$ cat config.mk
export PLATFORM = sky130hd
export DESIGN_NAME = hazard_ctrl
export DESIGN_NICKNAME = d
export VERILOG_FILES = /design/src/rtl/hazard_pkg.sv /design/src/rtl/hazard_dep_check.sv /design/src/rtl/hazard_ctrl.sv
export SDC_FILE = /design/constraint.sdc
export NUM_CORES = 1
export LEC_CHECK = 0
export ABC_AREA = 1
export CAP_MARGIN = 20
export CORE_MARGIN = 2
export CORE_UTILIZATION = 30
export DETAILED_ROUTE_END_ITERATION = 16
export PLACE_DENSITY = 0.86
export RECOVER_POWER = 25
export SLEW_MARGIN = 5
export SYNTH_ARGS = -nofsm -noshare
export SYNTH_HDL_FRONTEND = slang
export SYNTH_SLANG_ARGS = --single-unit
$ cat constraint.sdc
create_clock -name clk -period 2 [get_ports clk]
set_input_delay 0.2 -clock clk [delete_from_list [all_inputs] [get_ports clk]]
set_output_delay 0.2 -clock clk [all_outputs]
set_load 0.02 [all_outputs]
$ cat src/rtl/hazard_pkg.sv
// Shared types and constants for the 3-stage pipeline hazard controller.
package hazard_pkg;

    // Controller states: normal issue, waiting on load data, squashing the wrong path
    typedef enum logic [1:0] {
        RUN     = 2'd0,
        LD_WAIT = 2'd1,
        FLUSH   = 2'd2
    } hz_state_t;

    // Forwarding-mux select encodings
    localparam logic [1:0] FWD_RF  = 2'd0;
    localparam logic [1:0] FWD_ALU = 2'd1;
    localparam logic [1:0] FWD_LD  = 2'd2;

    // Source of the forwarded value for an instruction sitting in MW
    function automatic logic [1:0] fwd_select(input logic is_load);
        return is_load ? FWD_LD : FWD_ALU;
    endfunction

endpackage

$ cat src/rtl/hazard_dep_check.sv
// Single-operand dependency check against the instruction in MW.
// Produces the hit flag and the forwarding select for that operand.
module hazard_dep_check
    import hazard_pkg::*;
(
    input  logic [4:0] rs,
    input  logic       used,
    input  logic [4:0] rd,
    input  logic       reg_wr,
    input  logic       is_load,
    output logic       hit,
    output logic [1:0] sel
);

    // x0 is hardwired to zero, so a write to it is never forwarded
    assign hit = used & reg_wr & (rd != 5'd0) & (rd == rs);
    assign sel = hit ? fwd_select(is_load) : FWD_RF;

endmodule

$ cat src/rtl/hazard_ctrl.sv
// Pipeline hazard controller for the 3-stage RV32I core
// (Fetch | Decode/Execute | Memory/Writeback).
//  - forwarding selects for both DE operands
//  - global freeze while a load in MW waits on data memory
//  - two-cycle squash after a taken branch (synchronous imem adds one wrong-path fetch)
// Optional build macro: HAZARD_CTRL_PERF_EN enables freeze/flush cycle counters;
// without it the counter ports are tied to zero.
module hazard_ctrl
    import hazard_pkg::*;
#(
    parameter int XLEN = 32
) (
    input  logic            clk,
    input  logic            rst,
    input  logic [4:0]      de_rs1,
    input  logic [4:0]      de_rs2,
    input  logic            de_rs1_used,
    input  logic            de_rs2_used,
    input  logic [4:0]      mw_rd,
    input  logic            mw_reg_wr,
    input  logic            mw_is_load,
    input  logic            dmem_ready,
    input  logic            br_taken,
    output logic [1:0]      fwd_sel_a,
    output logic [1:0]      fwd_sel_b,
    output logic            stall_f,
    output logic            stall_de,
    output logic            stall_mw,
    output logic            flush_de,
    output logic [XLEN-1:0] perf_freeze_cnt,
    output logic [XLEN-1:0] perf_flush_cnt
);

    hz_state_t state_reg;
    hz_state_t state_next;

    logic            frz;
    logic [1:0][4:0] rs_vec;
    logic [1:0]      used_vec;
    logic [1:0]      hit_vec;
    logic [1:0][1:0] sel_vec;

    assign frz = mw_is_load & mw_reg_wr & ~dmem_ready;

    assign rs_vec[0]   = de_rs1;
    assign rs_vec[1]   = de_rs2;
    assign used_vec[0] = de_rs1_used;
    assign used_vec[1] = de_rs2_used;

    // Operand index 0 is A (rs1), index 1 is B (rs2)
    genvar gi;
    generate
        for (gi = 0; gi < 2; gi++) begin : g_dep
            hazard_dep_check u_dep (
                .rs      (rs_vec[gi]),
                .used    (used_vec[gi]),
                .rd      (mw_rd),
                .reg_wr  (mw_reg_wr),
                .is_load (mw_is_load),
                .hit     (hit_vec[gi]),
                .sel     (sel_vec[gi])
            );
        end
    endgenerate

    // State register
    always_ff @(posedge clk) begin
        if (rst) begin
            state_reg <= RUN;
        end else begin
            state_reg <= state_next;
        end
    end

    // Next-state: a freeze always wins; a branch in DE only acts once unfrozen
    always_comb begin
        state_next = state_reg;
        case (state_reg)
            RUN, LD_WAIT: begin
                if (frz) begin
                    state_next = LD_WAIT;
                end else if (br_taken) begin
                    state_next = FLUSH;
                end else begin
                    state_next = RUN;
                end
            end
            FLUSH: begin
                // DE holds a squashed fetch, so br_taken is meaningless here
                state_next = frz ? FLUSH : RUN;
            end
            default: state_next = RUN;
        endcase
    end

    // Mealy outputs; everything is forced quiet while reset is held
    always_comb begin
        stall_f   = 1'b0;
        stall_de  = 1'b0;
        stall_mw  = 1'b0;
        flush_de  = 1'b0;
        fwd_sel_a = FWD_RF;
        fwd_sel_b = FWD_RF;
        if (!rst) begin
            stall_f  = frz;
            stall_de = frz;
            stall_mw = frz;
            case (state_reg)
                RUN, LD_WAIT: begin
                    flush_de  = br_taken & ~frz;
                    fwd_sel_a = hit_vec[0] ? sel_vec[0] : FWD_RF;
                    fwd_sel_b = hit_vec[1] ? sel_vec[1] : FWD_RF;
                end
                FLUSH: begin
                    // Second wrong-path instruction: kill it, no forwarding to junk
                    flush_de = 1'b1;
                end
                default: begin
                    flush_de = 1'b0;
                end
            endcase
        end
    end

`ifdef HAZARD_CTRL_PERF_EN
    logic [XLEN-1:0] freeze_cnt_reg;
    logic [XLEN-1:0] flush_cnt_reg;

    // Free-running event counters, wrapping naturally at 2^XLEN
    always_ff @(posedge clk) begin
        if (rst) begin
            freeze_cnt_reg <= '0;
            flush_cnt_reg  <= '0;
        end else begin
            if (frz) begin
                freeze_cnt_reg <= freeze_cnt_reg + XLEN'(1);
            end
            if (flush_de) begin
                flush_cnt_reg <= flush_cnt_reg + XLEN'(1);
            end
        end
    end

    assign perf_freeze_cnt = freeze_cnt_reg;
    assign perf_flush_cnt  = flush_cnt_reg;
`else
    assign perf_freeze_cnt = '0;
    assign perf_flush_cnt  = '0;
`endif

endmodule

==> summary.txt <==
Status - completed
Vias in the first global route - 519
Final period util - 95.7%
Worst-path fanout max - 3
Cell variety after synth - 14
CTS Buf Count - 3
Die width - 57.6 µm
Max-slew violations - 0
Routed wire per std cell - 6.57 µm
Setup crit start kind - primary input
DR vias/cell - 3.33
IO Count - 95
Seq/Total Area, Yosys - 4.64%
Fmax - 0.523 GHz
Layout net count - 203
Initial core utilization - 31.5%
First-pass GRT wire length - 1950 µm
Clock latency on the worst-skew pair - 220 ps
Worst setup EP type - output pin
Min Tclk post-route - 1910 ps
Commonest non-fill, non-tap cells in the layout - conb_1, nand2_1, clkdlybuf4s50_1, inv_1, nor2_1
# fillers - 302
Area Overhead vs Synth - 13.1%
FF-to-FF Start - state_reg[1]$_SDFF_PP0_
Share of post-route cells with drive strength above 1 - 6.74%
Die ar. - 3320 µm²
Die extent in y - 57.6 µm
Pin count of the biggest net entering global routing - 6
Cell Area, Synth - 862 µm²
Final Setup Violations - 0
CTS tree - done
Port Buf Inserts - 30
Pre-antenna DRT Iters - 4
Tot GR Track Use - 7.25%
Final Hold Vio Count - 0
# Max-Cap Violations - 0
Ranking of synthesized cells by area - buf_4, nand2_1, inv_1
Post-Syn Instances - 148
Flop2flop setup slack - 1280 ps
Yosys warning count - 0
Setup Skew - 1.67 ps
Cell taking the most area after synthesis - buf_4
CP Class - in -> out
DRC - 0
Critical Path AT - 1710 ps
Final WL - 1370 µm
Pwr dens - 351 nW/µm²
Leak - 0.667 nW
Dpl hpwl - 1250 µm
Seq cells post-synth - 2
Crit path from - mw_reg_wr
Worst vdd ir - 0.000244 V
Hold path start - state_reg[1]$_SDFF_PP0_
Flip-flop count of the largest register after layout - 2
Gr ovfl total - 0
Initial antenna violation count - 0
Worst-case clock buffer depth - 2
CTS root buf - clkbuf_4
Fin util - 35.7%
Most common cell after layout, fill and taps aside - conb_1
Class of the worst hold path - reg -> reg
Syn Area/Cell - 5.82 µm²
H-tree depth - 1
N_diodes - 0
Initial DRC count - 24
Clk slew on worst S/H paths - 30 ps
Clock sinks - 2
Hold_ws - 497 ps
CP required - 1800 ps
Antenna-violating nets left - 0
Post-synth top area share - 57.5%
Setup TNS - 0 ps
Core box area - 2730 µm²
Routed via count - 695
RSZ-0062 raised after global routing - no
Row Count - 19
Placer congestion estimate - 0.667
## Yosys cell counts (all sizes together)
master / instances
inv: 20
nor3: 1
buf: 66
nand2: 37
nand4: 1
a21oi: 4
nand3: 3
conb: 1
dfxtp: 2
nand3b: 1
nor2: 12
## kinds of logic after synthesis
kind of cell | count (synthesis) | share of synthesized area (%)
buf+inv | 86 | 66.2
compound gates | 4 | 2.32
other cells | 1 | 0.435
simple gates | 55 | 26.4
flops | 2 | 4.64
## path summary, 6_finish.rpt
kind | to | cells past startpoint
max | flush_de | 7
min | state_reg[0]$_SDFF_PP0_ | 1
max reg2reg | state_reg[1]$_SDFF_PP0_ | 2
min reg2reg | state_reg[0]$_SDFF_PP0_ | 1
## layer usage
metal  part of all wire (%)  vias up  routed length, µm  GRT usage [%]
met1                     32      275                436           8.20
li1                       -      367                  -              -
met2                     53       53                733           13.3
met3                     15        0                204           1.81
met4                      0        0                  0           1.99
met5                      0        -                  0              0
## where the power goes
part	internal (W)	total (W)	switching, W
clock	0.0000660	0.0000870	0.0000209
combinational	0.0000601	0.000212	0.000152
sequential	0.0000421	0.0000436	0.00000155
## per-stage QoR
step	cells	cell area [µm²]	setup slack, ps	total power (W)
after floorplan	211	1100	814	0.000289
after global placement	206	942	12.5	0.000253
after detailed placement	206	942	-16.2	0.000255
after CTS	209	962	15.2	0.000346
after global routing	209	975	11.5	0.000375
final	209	975	86.7	0.000343
## final cells by class
class / count / area, µm² / area share [%]
Inverter: 20 / 75.1 / 7.70
Multi-Input combinational cell: 123 / 488 / 50.1
Tap cell: 31 / 38.8 / 3.98
Sequential cell: 2 / 40.0 / 4.11
Clock buffer: 3 / 22.5 / 2.31
Timing Repair Buffer: 30 / 310 / 31.8
## timing repair
action / 4_1_cts / 5_1_grt
hold endpoints to repair: 0 / 0
gates resized for setup: 2 / 5
setup endpoints to repair: 2 / 5
hold buffers: 0 / 0
setup buffers: 0 / 0
## critical path, cell delays in order
cell             delay, ps
clkdlybuf4s50_1        490
inv_1                   40
nor2_1                 140
nand2_1                110
nand3b_1               120
a21oi_1                 70
clkdlybuf4s50_1        540
Power figures use the tool's default switching activity.
